## src/rtl/mips_multicycle_ctrl_pkg.sv

```systemverilog
// rtl/mips_multicycle_ctrl_pkg.sv - shared state, opcode and select encodings for the multicycle control
package mips_ctrl_pkg;

    localparam int STATE_W = 4;

    typedef enum logic [STATE_W-1:0] {
        S_FETCH  = 4'd0,
        S_DECODE = 4'd1,
        S_MEMADR = 4'd2,
        S_MEMRD  = 4'd3,
        S_MEMWB  = 4'd4,
        S_MEMWR  = 4'd5,
        S_EXEC   = 4'd6,
        S_ALUWB  = 4'd7,
        S_BRANCH = 4'd8,
        S_ADDIEX = 4'd9,
        S_ADDIWB = 4'd10,
        S_JUMP   = 4'd11
    } state_t;

    localparam logic [5:0] OP_RTYPE = 6'b000000;
    localparam logic [5:0] OP_LW    = 6'b100011;
    localparam logic [5:0] OP_SW    = 6'b101011;
    localparam logic [5:0] OP_BEQ   = 6'b000100;
    localparam logic [5:0] OP_ADDI  = 6'b001000;
    localparam logic [5:0] OP_J     = 6'b000010;

    localparam logic [1:0] ALUOP_ADD   = 2'b00;
    localparam logic [1:0] ALUOP_SUB   = 2'b01;
    localparam logic [1:0] ALUOP_FUNCT = 2'b10;

    localparam logic [1:0] SRCB_B      = 2'b00;
    localparam logic [1:0] SRCB_FOUR   = 2'b01;
    localparam logic [1:0] SRCB_IMM    = 2'b10;
    localparam logic [1:0] SRCB_IMM_SH = 2'b11;

    localparam logic [1:0] PCSRC_ALU    = 2'b00;
    localparam logic [1:0] PCSRC_ALUOUT = 2'b01;
    localparam logic [1:0] PCSRC_JUMP   = 2'b10;

    localparam logic [5:0] FN_ADD = 6'b100000;
    localparam logic [5:0] FN_SUB = 6'b100010;
    localparam logic [5:0] FN_AND = 6'b100100;
    localparam logic [5:0] FN_OR  = 6'b100101;
    localparam logic [5:0] FN_SLT = 6'b101010;

    localparam logic [3:0] ALUC_AND = 4'b0000;
    localparam logic [3:0] ALUC_OR  = 4'b0001;
    localparam logic [3:0] ALUC_ADD = 4'b0010;
    localparam logic [3:0] ALUC_SUB = 4'b0110;
    localparam logic [3:0] ALUC_SLT = 4'b0111;

endpackage

```

## src/rtl/mips_multicycle_ctrl_if.sv

```systemverilog
// rtl/mips_multicycle_ctrl_if.sv - control-to-datapath bundle: decode inputs, memory handshake, selects
interface mips_multicycle_ctrl_if #(
    parameter int OP_W = 6,
    parameter int ST_W = 4
);
    logic [OP_W-1:0] opcode;
    logic [OP_W-1:0] funct;
    logic            zero;
    logic            mem_ready;
    logic            mem_req;
    logic            mem_write;
    logic            iord;
    logic            ir_write;
    logic            pc_en;
    logic [1:0]      pc_src;
    logic            alu_src_a;
    logic [1:0]      alu_src_b;
    logic [1:0]      alu_op;
    logic [3:0]      alu_control;
    logic            reg_dst;
    logic            mem_to_reg;
    logic            reg_write;
    logic            instr_done;
    logic            illegal_op;
    logic [ST_W-1:0] state_dbg;

    modport master (
        input  opcode, funct, zero, mem_ready,
        output mem_req, mem_write, iord, ir_write, pc_en, pc_src, alu_src_a, alu_src_b,
               alu_op, alu_control, reg_dst, mem_to_reg, reg_write, instr_done, illegal_op,
               state_dbg
    );

    modport slave (
        output opcode, funct, zero, mem_ready,
        input  mem_req, mem_write, iord, ir_write, pc_en, pc_src, alu_src_a, alu_src_b,
               alu_op, alu_control, reg_dst, mem_to_reg, reg_write, instr_done, illegal_op,
               state_dbg
    );
endinterface

```

## src/rtl/mips_multicycle_ctrl_alu_dec.sv

```systemverilog
// rtl/mips_multicycle_ctrl_alu_dec.sv - AluDecoder: alu_op plus funct to 4-bit ALU control
module alu_decoder
    import mips_ctrl_pkg::*;
#(
    parameter int OP_W = 6
) (
    input  logic [1:0]      i_alu_op,
    input  logic [OP_W-1:0] i_funct,
    output logic [3:0]      o_alu_control
);
    always_comb begin
        o_alu_control = ALUC_ADD;
        case (i_alu_op)
            ALUOP_ADD:   o_alu_control = ALUC_ADD;
            ALUOP_SUB:   o_alu_control = ALUC_SUB;
            ALUOP_FUNCT: begin
                // unknown funct codes fall back to add so the ALU never sees an undefined op
                case (i_funct)
                    FN_ADD:  o_alu_control = ALUC_ADD;
                    FN_SUB:  o_alu_control = ALUC_SUB;
                    FN_AND:  o_alu_control = ALUC_AND;
                    FN_OR:   o_alu_control = ALUC_OR;
                    FN_SLT:  o_alu_control = ALUC_SLT;
                    default: o_alu_control = ALUC_ADD;
                endcase
            end
            default:     o_alu_control = ALUC_ADD;
        endcase
    end
endmodule

```

## src/rtl/mips_multicycle_ctrl.sv

```systemverilog
// rtl/mips_multicycle_ctrl.sv - Moore main control FSM for the multicycle MIPS datapath
module mips_multicycle_ctrl
    import mips_ctrl_pkg::*;
#(
    parameter int OP_W = 6,
    parameter int ST_W = 4
) (
    input  logic                    i_clk,
    input  logic                    i_reset,
    mips_multicycle_ctrl_if.master  bus
);
    state_t     r_state;
    state_t     w_next;
    logic       w_mem_req, w_mem_write, w_iord, w_ir_write, w_pc_write, w_branch;
    logic [1:0] w_pc_src, w_alu_src_b, w_alu_op;
    logic       w_alu_src_a, w_reg_dst, w_mem_to_reg, w_reg_write, w_instr_done, w_illegal_op;

    always_ff @(posedge i_clk) begin
        if (i_reset) r_state <= S_FETCH;
        else         r_state <= w_next;
    end

    always_comb begin
        w_next       = S_FETCH;
        w_mem_req    = 1'b0;
        w_mem_write  = 1'b0;
        w_iord       = 1'b0;
        w_ir_write   = 1'b0;
        w_pc_write   = 1'b0;
        w_branch     = 1'b0;
        w_pc_src     = PCSRC_ALU;
        w_alu_src_a  = 1'b0;
        w_alu_src_b  = SRCB_B;
        w_alu_op     = ALUOP_ADD;
        w_reg_dst    = 1'b0;
        w_mem_to_reg = 1'b0;
        w_reg_write  = 1'b0;
        w_instr_done = 1'b0;
        w_illegal_op = 1'b0;
        case (r_state)
            S_FETCH: begin
                w_mem_req   = 1'b1;
                w_alu_src_b = SRCB_FOUR;
                w_ir_write  = bus.mem_ready;
                w_pc_write  = bus.mem_ready;
                w_next      = bus.mem_ready ? S_DECODE : S_FETCH;
            end
            S_DECODE: begin
                // ALUOut captures the branch target speculatively
                w_alu_src_b = SRCB_IMM_SH;
                case (bus.opcode)
                    OP_LW, OP_SW: w_next = S_MEMADR;
                    OP_RTYPE:     w_next = S_EXEC;
                    OP_BEQ:       w_next = S_BRANCH;
                    OP_ADDI:      w_next = S_ADDIEX;
                    OP_J:         w_next = S_JUMP;
                    default: begin
                        w_illegal_op = 1'b1;
                        w_next       = S_FETCH;
                    end
                endcase
            end
            S_MEMADR: begin
                w_alu_src_a = 1'b1;
                w_alu_src_b = SRCB_IMM;
                w_next      = (bus.opcode == OP_SW) ? S_MEMWR : S_MEMRD;
            end
            S_MEMRD: begin
                w_mem_req = 1'b1;
                w_iord    = 1'b1;
                w_next    = bus.mem_ready ? S_MEMWB : S_MEMRD;
            end
            S_MEMWB: begin
                w_mem_to_reg = 1'b1;
                w_reg_write  = 1'b1;
                w_instr_done = 1'b1;
            end
            S_MEMWR: begin
                w_mem_req    = 1'b1;
                w_mem_write  = 1'b1;
                w_iord       = 1'b1;
                w_instr_done = bus.mem_ready;
                w_next       = bus.mem_ready ? S_FETCH : S_MEMWR;
            end
            S_EXEC: begin
                w_alu_src_a = 1'b1;
                w_alu_op    = ALUOP_FUNCT;
                w_next      = S_ALUWB;
            end
            S_ALUWB: begin
                w_reg_dst    = 1'b1;
                w_reg_write  = 1'b1;
                w_instr_done = 1'b1;
            end
            S_BRANCH: begin
                w_alu_src_a  = 1'b1;
                w_alu_op     = ALUOP_SUB;
                w_branch     = 1'b1;
                w_pc_src     = PCSRC_ALUOUT;
                w_instr_done = 1'b1;
            end
            S_ADDIEX: begin
                w_alu_src_a = 1'b1;
                w_alu_src_b = SRCB_IMM;
                w_next      = S_ADDIWB;
            end
            S_ADDIWB: begin
                w_reg_write  = 1'b1;
                w_instr_done = 1'b1;
            end
            S_JUMP: begin
                w_pc_src     = PCSRC_JUMP;
                w_pc_write   = 1'b1;
                w_instr_done = 1'b1;
            end
            default: w_next = S_FETCH;
        endcase
    end

    assign bus.mem_req    = w_mem_req;
    assign bus.mem_write  = w_mem_write;
    assign bus.iord       = w_iord;
    assign bus.ir_write   = w_ir_write;
    assign bus.pc_en      = w_pc_write | (w_branch & bus.zero);
    assign bus.pc_src     = w_pc_src;
    assign bus.alu_src_a  = w_alu_src_a;
    assign bus.alu_src_b  = w_alu_src_b;
    assign bus.alu_op     = w_alu_op;
    assign bus.reg_dst    = w_reg_dst;
    assign bus.mem_to_reg = w_mem_to_reg;
    assign bus.reg_write  = w_reg_write;
    assign bus.instr_done = w_instr_done;
    assign bus.illegal_op = w_illegal_op;
    assign bus.state_dbg  = ST_W'(r_state);

    alu_decoder #(.OP_W(OP_W)) u_alu_dec (
        .i_alu_op      (w_alu_op),
        .i_funct       (bus.funct),
        .o_alu_control (bus.alu_control)
    );
endmodule

```

## src/flat_wrapper.sv

```systemverilog
// flat-port wrapper written by rule: the top's interface ports become plain ports
module mips_multicycle_ctrl_flat import mips_ctrl_pkg::*;
#(
    parameter int OP_W = 6,
    parameter int ST_W = 4
)
  (i_clk, i_reset, bus_opcode, bus_funct, bus_zero, bus_mem_ready, bus_mem_req, bus_mem_write, bus_iord, bus_ir_write, bus_pc_en, bus_pc_src, bus_alu_src_a, bus_alu_src_b, bus_alu_op, bus_alu_control, bus_reg_dst, bus_mem_to_reg, bus_reg_write, bus_instr_done, bus_illegal_op, bus_state_dbg);
  mips_multicycle_ctrl_if #(.OP_W(OP_W), .ST_W(ST_W)) bus_i ();
  input  logic i_clk;
  input  logic i_reset;
  input wire logic [$bits(bus_i.opcode)-1:0] bus_opcode;
  input wire logic [$bits(bus_i.funct)-1:0] bus_funct;
  input wire logic [$bits(bus_i.zero)-1:0] bus_zero;
  input wire logic [$bits(bus_i.mem_ready)-1:0] bus_mem_ready;
  output wire logic [$bits(bus_i.mem_req)-1:0] bus_mem_req;
  output wire logic [$bits(bus_i.mem_write)-1:0] bus_mem_write;
  output wire logic [$bits(bus_i.iord)-1:0] bus_iord;
  output wire logic [$bits(bus_i.ir_write)-1:0] bus_ir_write;
  output wire logic [$bits(bus_i.pc_en)-1:0] bus_pc_en;
  output wire logic [$bits(bus_i.pc_src)-1:0] bus_pc_src;
  output wire logic [$bits(bus_i.alu_src_a)-1:0] bus_alu_src_a;
  output wire logic [$bits(bus_i.alu_src_b)-1:0] bus_alu_src_b;
  output wire logic [$bits(bus_i.alu_op)-1:0] bus_alu_op;
  output wire logic [$bits(bus_i.alu_control)-1:0] bus_alu_control;
  output wire logic [$bits(bus_i.reg_dst)-1:0] bus_reg_dst;
  output wire logic [$bits(bus_i.mem_to_reg)-1:0] bus_mem_to_reg;
  output wire logic [$bits(bus_i.reg_write)-1:0] bus_reg_write;
  output wire logic [$bits(bus_i.instr_done)-1:0] bus_instr_done;
  output wire logic [$bits(bus_i.illegal_op)-1:0] bus_illegal_op;
  output wire logic [$bits(bus_i.state_dbg)-1:0] bus_state_dbg;
  assign bus_i.opcode = bus_opcode;
  assign bus_i.funct = bus_funct;
  assign bus_i.zero = bus_zero;
  assign bus_i.mem_ready = bus_mem_ready;
  assign bus_mem_req = bus_i.mem_req;
  assign bus_mem_write = bus_i.mem_write;
  assign bus_iord = bus_i.iord;
  assign bus_ir_write = bus_i.ir_write;
  assign bus_pc_en = bus_i.pc_en;
  assign bus_pc_src = bus_i.pc_src;
  assign bus_alu_src_a = bus_i.alu_src_a;
  assign bus_alu_src_b = bus_i.alu_src_b;
  assign bus_alu_op = bus_i.alu_op;
  assign bus_alu_control = bus_i.alu_control;
  assign bus_reg_dst = bus_i.reg_dst;
  assign bus_mem_to_reg = bus_i.mem_to_reg;
  assign bus_reg_write = bus_i.reg_write;
  assign bus_instr_done = bus_i.instr_done;
  assign bus_illegal_op = bus_i.illegal_op;
  assign bus_state_dbg = bus_i.state_dbg;
  mips_multicycle_ctrl #(.OP_W(OP_W), .ST_W(ST_W)) u_core (.i_clk(i_clk), .i_reset(i_reset), .bus(bus_i));
endmodule
```

## config.mk

```make
export PLATFORM = sky130hd
export DESIGN_NAME = mips_multicycle_ctrl_flat
export DESIGN_NICKNAME = d
export VERILOG_FILES = /design/src/rtl/mips_multicycle_ctrl_pkg.sv /design/src/rtl/mips_multicycle_ctrl_if.sv /design/src/rtl/mips_multicycle_ctrl_alu_dec.sv /design/src/rtl/mips_multicycle_ctrl.sv /design/src/flat_wrapper.sv
export SDC_FILE = /design/constraint.sdc
export NUM_CORES = 1
export LEC_CHECK = 0
export BUFFER_PORTS_ARGS = -buffer_cell sky130_fd_sc_hd__buf_2
export CAP_MARGIN = 20
export CELL_PAD_IN_SITES_DETAIL_PLACEMENT = 0
export CELL_PAD_IN_SITES_GLOBAL_PLACEMENT = 2
export CORE_UTILIZATION = 21
export DETAILED_ROUTE_END_ITERATION = 7
export PLACE_DENSITY_LB_ADDON = 0.1
export SLEW_MARGIN = 20
export SYNTH_ARGS = -nofsm -noshare
export SYNTH_HDL_FRONTEND = slang
export SYNTH_SLANG_ARGS = --single-unit
```

## constraint.sdc

```tcl
create_clock -name i_clk -period 2.35 [get_ports i_clk]
set_input_delay 0.3525 -clock i_clk [delete_from_list [all_inputs] [get_ports i_clk]]
set_output_delay 0.3525 -clock i_clk [all_outputs]
set_load 0.01 [all_outputs]
```

## After elaboration in Yosys (flattened, before gate mapping)

Cells that the tools add are included.

| storage, ports and cells | value |
|---|---|
| register bits | 4 |
| input bits | 16 |

| cells by class | value |
|---|---|
| multiplexer cells | 24 |
| bitwise gates (word level) | 2 |
| equal/unequal tests | 22 |
| reduce and logical (&&, ||, !) cells | 10 |

Operator list:

| kind | number |
|---|---|
| $eq 6x6->1 const B | 6 |
| $pmux 4 s7 | 1 |
| $pmux 4 s5 | 1 |
| $eq 4x3->1 const B | 4 |
| $eq 4x4->1 const B | 4 |
| $mux 1 | 12 |
| $pmux 3 s4 | 1 |
| $mux 3 | 3 |
| $eq 4x2->1 const B | 2 |
| $pmux 2 s2 | 2 |
| $eq 6x2->1 const B | 1 |
| $eq 6x3->1 const B | 1 |
| $eq 6x4->1 const B | 1 |
| $logic_not 6->1 | 1 |
| $pmux 2 s3 | 1 |
| $pmux 3 s2 | 1 |
| $reduce_or 2->1 | 3 |
| $reduce_or 3->1 | 2 |
| $reduce_or 6->1 | 1 |
| $reduce_or 5->1 | 1 |
| $eq 4x1->1 const B | 1 |
| $logic_not 4->1 | 1 |
| $pmux 1 s2 | 2 |
| $reduce_or 4->1 | 1 |
| other kinds (4) | 4 |

## Longest topological paths before layout

Gate-level depths: netlist of run 1.

| depth | value |
|---|---|
| depth in word-level cells | 4 |
| gate-level depth with buffers | 7 |
| depth with buffers taken out | 6 |

## Modules after synthesis

A second synthesis of run 1 with hierarchy kept.

| unflattened totals | value |
|---|---|
| cells, all modules | 99 |
| area, all modules | 759.5 um^2 |

By module, submodules not included:

| module | area an instance (um^2) | cells an instance | times used |
|---|---|---|---|
| mips_multicycle_ctrl | 629.4 | 82 | 1 |
| alu_decoder | 130.1 | 17 | 1 |

## Least setup slack after synthesis of run 1

OpenSTA, ideal clock, no wires.

| timing path | value |
|---|---|
| kind | register -> output |
| from | register u_core.r_state[2] (netlist: u_core.bus.state_dbg[2]) |
| to | output port bus_alu_control[2] |
| stages on the path, launching flop included | 8 |
| slack | 116 ps |
| buffers on the path | 1 |
| data arrival time | 1881 ps |
| cell sequence | dfxtp_1 buf_2 nand2b_1 nor3_1 inv_1 ha_1 and4b_1 o21a_1 |

| on the way | value |
|---|---|
| longest elaborated chain between the ends | 4 |
| elaborated cells between the ends (all ways) | 6 |

Ends and longest elaborated chain:

| what | line | text |
|---|---|---|
| start: declaration | mips_multicycle_ctrl.sv:12 | `state_t r_state;` |
| start signal: assignment | mips_multicycle_ctrl.sv:20 | `else r_state <= w_next;` |
| $eq 4x4->1 / $eq 4x3->1 (equally long branches) | mips_multicycle_ctrl.sv:40 | `case (r_state)` |
| $pmux 2 s2 * | mips_multicycle_ctrl.sv:40 |  |
| net bus_alu_op[0] | flat_wrapper.sv:23 | `output wire logic [$bits(bus_i.alu_op)-1:0] bus_alu_op;` |
| $eq 2x2->1 / $eq 2x1->1 (equally long branches) | mips_multicycle_ctrl_alu_dec.sv:13 | `case (i_alu_op)` |
| $pmux 3 s2 * | mips_multicycle_ctrl_alu_dec.sv:13 |  |
| end: declaration | flat_wrapper.sv:24 | `output wire logic [$bits(bus_i.alu_control)-1:0] bus_alu_control;` |

Mark *: on every way through the listed nets, which the timed path passes. The rest lies on a longest branch.

## Worst setup path after layout of run 1

| timing path | value |
|---|---|
| from | register u_core.r_state[2] (netlist: u_core.bus.state_dbg[2]) |
| to | output port bus_alu_control[2] |

| on the way | value |
|---|---|
| longest elaborated chain between the ends | 4 |
| elaborated cells between the ends (all ways) | 6 |

Ends and longest elaborated chain:

| what | line |
|---|---|
| $eq 4x4->1 / $eq 4x3->1 (equally long branches) | mips_multicycle_ctrl.sv:40 |
| $pmux 2 s2 * | mips_multicycle_ctrl.sv:40 |
| $eq 2x2->1 / $eq 2x1->1 (equally long branches) | mips_multicycle_ctrl_alu_dec.sv:13 |
| $pmux 3 s2 * | mips_multicycle_ctrl_alu_dec.sv:13 |

Mark *: on every way between the ends. The rest lies on a longest branch, timed or not.

==> results by group, run 1 <==
Logic synthesis
  – Synth top area share: 0.116
  – Synth Instances: 94
  – Dominant cells by area after synthesis: dfxtp_1 (12%), nor3_1 (6.5%), nand2b_1 (6.3%), ha_1 (5.4%), nor2_1 (5.4%)
  – Register bit total from synthesis: 4
  – Mean post-synth cell area: 7.37 um^2
  – Register area share after synthesis: 0.116
  – Cell taking the most area after synthesis: dfxtp_1
  – Netlist cell types: 45
  – Mapped Area: 693 um^2
  – Fraction of registers with async set/reset: 0
  – YS warnings: 0
  – Synth Flop Type: dfxtp_1
  – Synthesized Nets: around 110
  – Post-synth EDFFs: 0

Die
  – Initial core utilization: 0.223
  – Die Wd: between 50 and 60 um
  – Site Rows: 20
  – I/O pin count: 41
  – Height of the die: just under 60 um
  – Core Area: roughly 3100 um^2
  – Die area: 3530 um^2

Route
  – Vias per cell: 4.63
  – Routed wire length: 2130 um
  – Post-route ant nets: 0
  – Drt first pass iters: 4
  – Routed wire per std cell: between 10 and 15 um
  – Number of DRC markers in iteration 0: 48
  – DRC viols: 0
  – DR vias: 829

GRT
  – Antenna violations before repair: 0
  – Largest net degree at the start of global routing: 16
  – Gr ovfl total: 0
  – Vias in the first global route: 740
  – First-pass GRT wire length: 3220 um
  – Total track usage: 0.121

Worst setup path
  – Nature of the critical path startpoint: flop
  – Crit-path slowest cell: dfxtp_1
  – Worst EP arrival: 1.80 ns
  – CP peak stage delay: 0.32 ns
  – Crit-path cells: nand2b_1 > nor3_1 > inv_1 > ha_1 > and4b_1 > o21a_1 > buf_2
  – CP max FO: 4
  – Critical Path RT: about 2.0 ns
  – Crit end category: primary output
  – WS Path Type: flop to primary output
  – CP bufs+invs: 2
  – Dominant delay contributor by cell family on the critical path: simple AND/OR/NAND/NOR gates

Clock network
  – Root Buffer: clkbuf_4
  – Maximum clock path buffer count: 2
  – Sink Count: 4
  – CTS resizes: 0
  – Skew-Pair Late Insertion Delay: 0.24 ns
  – TritonCTS Buffers: 3
  – Hold_buf cts: 0
  – Clk pin slew, worst setup/hold paths: 0.04 ns
  – CTS tree: yes
  – H-tree Lvls: 1
  – Postcts setup bufs: 0

STA
  – Final setup fails: 0
  – Fmax: 0.464 GHz
  – RSZ-0062 raised after global routing: false
  – Final Hold Vio Count: 0
  – Fin crit share: 0.917
  – Max-slew violation count: 0
  – Post-Route Setup TNS: 0 ns
  – Skew final: 0.00117 ns
  – Final min period: 2.15 ns
  – Fin Hold WS: 0.308 ns

Final layout
  – Post-Layout Cell Count: 179
  – Number of flip-flops in the largest register: 4
  – Nets: roughly 160
  – N_diodes: 0
  – Area Growth Syn to Fin: 39.0%
  – Most common cell after layout, fill and taps aside: buf_2
  – Most frequent cells in the layout: buf_2 (39), nor2_1 (10), nor3_1 (9), nand2b_1 (7), buf_4 (6)
  – Layout cell share with drive strength beyond 1: 0.437

Placement
  – Inst Count DP: 176
  – Port Buffers: 39
  – Detailed placement HPWL: 1680 um
  – Placer Congestion: 0.734

Power
  – Total power: around 0.25 mW
  – Maximum vdd drop: 159 uV
  – Pwr dens: 262 nW/um^2
  – Leakage: 0.461 nW

Status
  – Status: finished clean

Min path
  – HP Class: input port to flop

Job
  – Max Cap Viol: 0
cells in the mapped netlist (2+ instances only):
library cell  count
a21o_1            2
a211oi_1          2
xnor2_1           2
a21oi_1           4
nand2_1           5
buf_2             3
nor2_1           10
nor3b_1           2
nor3_1            9
a32oi_1           2
dfxtp_1           4
buf_4             2
nand2b_1          7
nor4_1            2
inv_1             2
or2_2             2
ha_1              3
nor2b_1           4
worst paths after layout:
kind	from	depth (start not counted)	slack, ns	endpoint
max reg2reg	u_core.bus.state_dbg[1]$_SDFF_PP0_	5	1.01	u_core.bus.state_dbg[2]$_SDFF_PP0_
min reg2reg	u_core.bus.state_dbg[3]$_SDFF_PP0_	2	0.66	u_core.bus.state_dbg[2]$_SDFF_PP0_
max	u_core.bus.state_dbg[2]$_SDFF_PP0_	7	0.20	bus_alu_control[2]
min	i_reset	2	0.31	u_core.bus.state_dbg[0]$_SDFF_PP0_
cell families after synthesis:
group | after synthesis | synth area share
adder cells (fa/ha/maj) | 3 | 0.0542
AND/OR/NAND/NOR | 51 | 0.439
other | 1 | 0.00541
XOR/XNOR | 2 | 0.0253
flip-flops | 4 | 0.116
AO/OA/AOI/OAI | 22 | 0.251
multiplexers | 2 | 0.0307
buffers and inverters | 9 | 0.0794
stage by stage:
step / setup WS [ns] / instance area, um^2 / utilization
finish: 0.196 / 963 / 0.310
global route: 0.0142 / 963 / 0.310
CTS: 0.161 / 963 / 0.310
detailed placement: 0.438 / 941 / 0.303
global placement: 0.460 / 941 / 0.303
floorplan: 0.116 / 693 / -
layout make-up:
cell class | instances | area, um^2
clock buffer | 3 | 22.5
fill | 361 | 2140
inverter | 2 | 7.51
multi-input combinational | 81 | 558
sequential | 4 | 80.1
tap | 44 | 55.1
timing repair buffer | 45 | 240
where the power goes:
part	leakage (nW)	internal (mW)	switching [mW]
Sequential	0.0325	0.0700	0.00179
Clock	0.0138	0.0574	0.0324
Combinational	0.415	0.0406	0.0504
Total	0.461	0.168	0.0846
worst register-to-register path, stage by stage (launching register included):
cell,delay (ns)
dfxtp_1,0.41
buf_4,0.23
nand2b_1,0.25
a21oi_1,0.06
o21bai_1,0.21
nor3_2,0.07
routing by layer:
| metal | track usage | share of wire |
|---|---|---|
| met5 | 0 | 0 |
| met4 | 0.0408 | 0 |
| met3 | 0.0328 | 0.045 |
| met2 | 0.183 | 0.47 |
| met1 | 0.165 | 0.48 |
Note: power is estimated with default switching activity, not from simulation.
==> inputs of run 2 (changes only) <==
- BUFFER_PORTS_ARGS: -buffer_cell sky130_fd_sc_hd__buf_2 -> unset
- CORE_UTILIZATION: 21 -> 30
- DONT_BUFFER_PORTS: unset -> 1
==> run 2 against run 1 <==
Sequential power about the same. Worst hold slack got worse by 0.11 ns. Global-route usage increased by 3.3 points. Non-clock buffer count decreased by 40. Routed wire length decreased by 12%. Via count decreased by 13%. Sequential share of layout area increased by 2.5 points. Combinational power decreased by 35%. Die area decreased by 29%. Design area decreased by 23%. First-iteration DRC count decreased by 77%. Cell count decreased by 31%. Highest routed layer unchanged.
==> results by group, run 2 (synthesized netlist as in run 1, its figures left out) <==
Route
  – Number of DRC markers in iteration 0: 11 (was 48)
  – DRC viols: 0 (unchanged)
  – Vias per cell: 5.85 (was 4.63)
  – Drt first pass iters: 6 (was 4)
  – Routed wire per std cell: 15.3 um (was 11.9 um)
  – Routed wire length: 1880 um (was 2130 um)
  – DR vias: 719 (was 829)
  – Post-route ant nets: 0 (unchanged)

Power
  – Leakage: 0.276 nW (was 0.461 nW)
  – Pwr dens: 290 nW/um^2 (was 262 nW/um^2)
  – Total power: 0.215 mW (was 0.253 mW)
  – Maximum vdd drop: 388 uV (was 159 uV)

STA
  – Final min period: 2.18 ns (was 2.15 ns)
  – Max-slew headroom: 0.651
  – Final Hold Vio Count: 0 (unchanged)
  – Fin crit share: 0.929 (was 0.917)
  – Post-Route Setup TNS: 0 ns (unchanged)
  – Fmax: 0.458 GHz (was 0.464 GHz)
  – RSZ-0062 raised after global routing: false (unchanged)
  – Tightest Pin Transition: 0.516 ns
  – Skew final: 0.00158 ns (was 0.00117 ns)
  – Final setup fails: 0 (unchanged)
  – Max-slew violation count: 0 (unchanged)

Final layout
  – Most frequent cells in the layout: nor2_1 (10), nor3_1 (9), nand2b_1 (7), nand2_1 (5), buf_4 (5) (was buf_2 (39), nor2_1 (10), nor3_1 (9), nand2b_1 (7), buf_4 (6))
  – Number of flip-flops in the largest register: 4 (unchanged)
  – Area Growth Syn to Fin: 6.86% (was 39.0%)
  – Layout cell share with drive strength beyond 1: 0.200 (was 0.437)
  – Most common cell after layout, fill and taps aside: nor2_1 (was buf_2)
  – Filler instances: 243 (was 361)
  – Final core occ: 0.338 (was 0.310)
  – Nets: 116 (was 156)
  – Finished Cell Area: 741 um^2 (was 963 um^2)
  – N_diodes: 0 (unchanged)

Worst setup path
  – Crit end category: primary output (unchanged)
  – Worst R2R Path Depth: 4 (was 5)
  – Crit-path cells: nand2b_1 > or2_2 > inv_1 > ha_1 > nor4bb_1 (was nand2b_1 > nor3_1 > inv_1 > ha_1 > and4b_1 > o21a_1 > buf_2)
  – Flop2flop setup slack: 1.05 ns (was 1.01 ns)
  – Critical Path RT: 2.00 ns (about the same)
  – CP peak stage delay: 0.50 ns (was 0.32 ns)
  – WS Path Type: flop to primary output (unchanged)
  – Nature of the critical path startpoint: flop (unchanged)
  – Setup crit start: u_core.bus.state_dbg[0]$_SDFF_PP0_ (was u_core.bus.state_dbg[2]$_SDFF_PP0_)
  – Worst EP arrival: 1.83 ns (was 1.80 ns)
  – Crit-path slowest cell: nor4bb_1 (was dfxtp_1)
  – RR Startpoint: u_core.bus.state_dbg[0]$_SDFF_PP0_ (was u_core.bus.state_dbg[1]$_SDFF_PP0_)
  – Reg-to-reg endpoint: u_core.bus.state_dbg[1]$_SDFF_PP0_ (was u_core.bus.state_dbg[2]$_SDFF_PP0_)
  – CP max FO: 4 (unchanged)
  – Worst setup path endpoint: bus_alu_control[0] (was bus_alu_control[2])

Die
  – Die Wd: 50.1 um (was 59.5 um)
  – Core Area: 2190 um^2 (was 3100 um^2)
  – Height of the die: 50.1 um (was 59.5 um)
  – Die area: 2510 um^2 (was 3530 um^2)
  – I/O pin count: 41 (unchanged)
  – Site Rows: 17 (was 20)
  – Initial core utilization: 0.316 (was 0.223)

Clock network
  – Clk pin slew, worst setup/hold paths: 0.03 ns (was 0.04 ns)
  – Root Buffer: clkbuf_4 (unchanged)
  – CTS tree: yes (unchanged)
  – Hold_buf cts: 0 (unchanged)
  – CTS resizes: 0 (unchanged)
  – TritonCTS Buffers: 3 (unchanged)
  – Postcts setup bufs: 0 (unchanged)
  – Maximum clock path buffer count: 2 (unchanged)
  – H-tree Lvls: 1 (unchanged)
  – Skew-Pair Late Insertion Delay: 0.23 ns (was 0.24 ns)
  – Sink Count: 4 (unchanged)

Job
  – Max Cap Viol: 0 (unchanged)

Min path
  – Worst hold path depth: 1 (was 2)
  – HP Class: input port to flop (unchanged)

GRT
  – Vias in the first global route: 664 (was 740)
  – Largest net degree at the start of global routing: 19 (was 16)
  – Total track usage: 0.154 (was 0.121)
  – First-pass GRT wire length: 2980 um (was 3220 um)
  – Antenna violations before repair: 0 (unchanged)
  – Gr ovfl total: 0 (unchanged)

Placement
  – Port Buffers: 0 (was 39)
  – DP Area: 718 um^2 (was 941 um^2)
  – Detailed placement HPWL: 1420 um (was 1680 um)
  – Placer Congestion: 0.811 (was 0.734)

Status
  – Status: finished clean (unchanged)
run 2: worst max-delay path: cells and delay by family, from the launching register on:
family | cells | cell delay (ns)
DFF | 1 | 0.34
buffers and inverters | 1 | 0.06
adders and majority gates | 1 | 0.16
and+or+nand+nor | 3 | 1.03
run 2: where the power goes:
group	internal [mW]	leakage [nW]	switching (mW)	total, mW
Clock	0.0570	0.0138	0.0264	0.0834
Sequential	0.0702	0.0325	0.00191	0.0721
Combinational	0.0253	0.230	0.0340	0.0594
run 2: through the flow:
stage	cells	setup slack [ns]	hold slack, ns
final	123	0.166	0.195
after global routing	123	0.0327	0.187
after CTS	123	0.156	0.193
after detailed placement	120	0.406	0.436
after global placement	120	0.399	0.437
after floorplan	94	0.116	0.431
run 2: worst min-delay path by stage:
stage	startpoint	endpoint	slack, ns
finish	i_reset	u_core.bus.state_dbg[0]$_SDFF_PP0_	0.20
global route	i_reset	u_core.bus.state_dbg[3]$_SDFF_PP0_	0.19
CTS	i_reset	u_core.bus.state_dbg[0]$_SDFF_PP0_	0.19
detailed placement	i_reset	u_core.bus.state_dbg[0]$_SDFF_PP0_	0.44
global placement	i_reset	u_core.bus.state_dbg[0]$_SDFF_PP0_	0.44
floorplan	i_reset	u_core.bus.state_dbg[0]$_SDFF_PP0_	0.43
run 2: cell type report:
cell class              instances  area (um^2)  area share
flip-flops and latches          4         80.1       0.108
inverters                       2         7.51      0.0101
clock buffers                   3         22.5      0.0304
repair buffers                  5         37.5      0.0507
multi-input cells              81          558       0.753
well taps                      28         35.0      0.0473
run 2: routing by layer:
| layer | vias to the layer above | wire, um | global-route usage |
|---|---|---|---|
| met4 | 0 | 0 | 0 |
| li1 | 350 | - | - |
| met2 | 29 | 876 | 0.256 |
| met5 | - | 0 | 0 |
| met3 | 0 | 132 | 0.0586 |
| met1 | 340 | 871 | 0.198 |
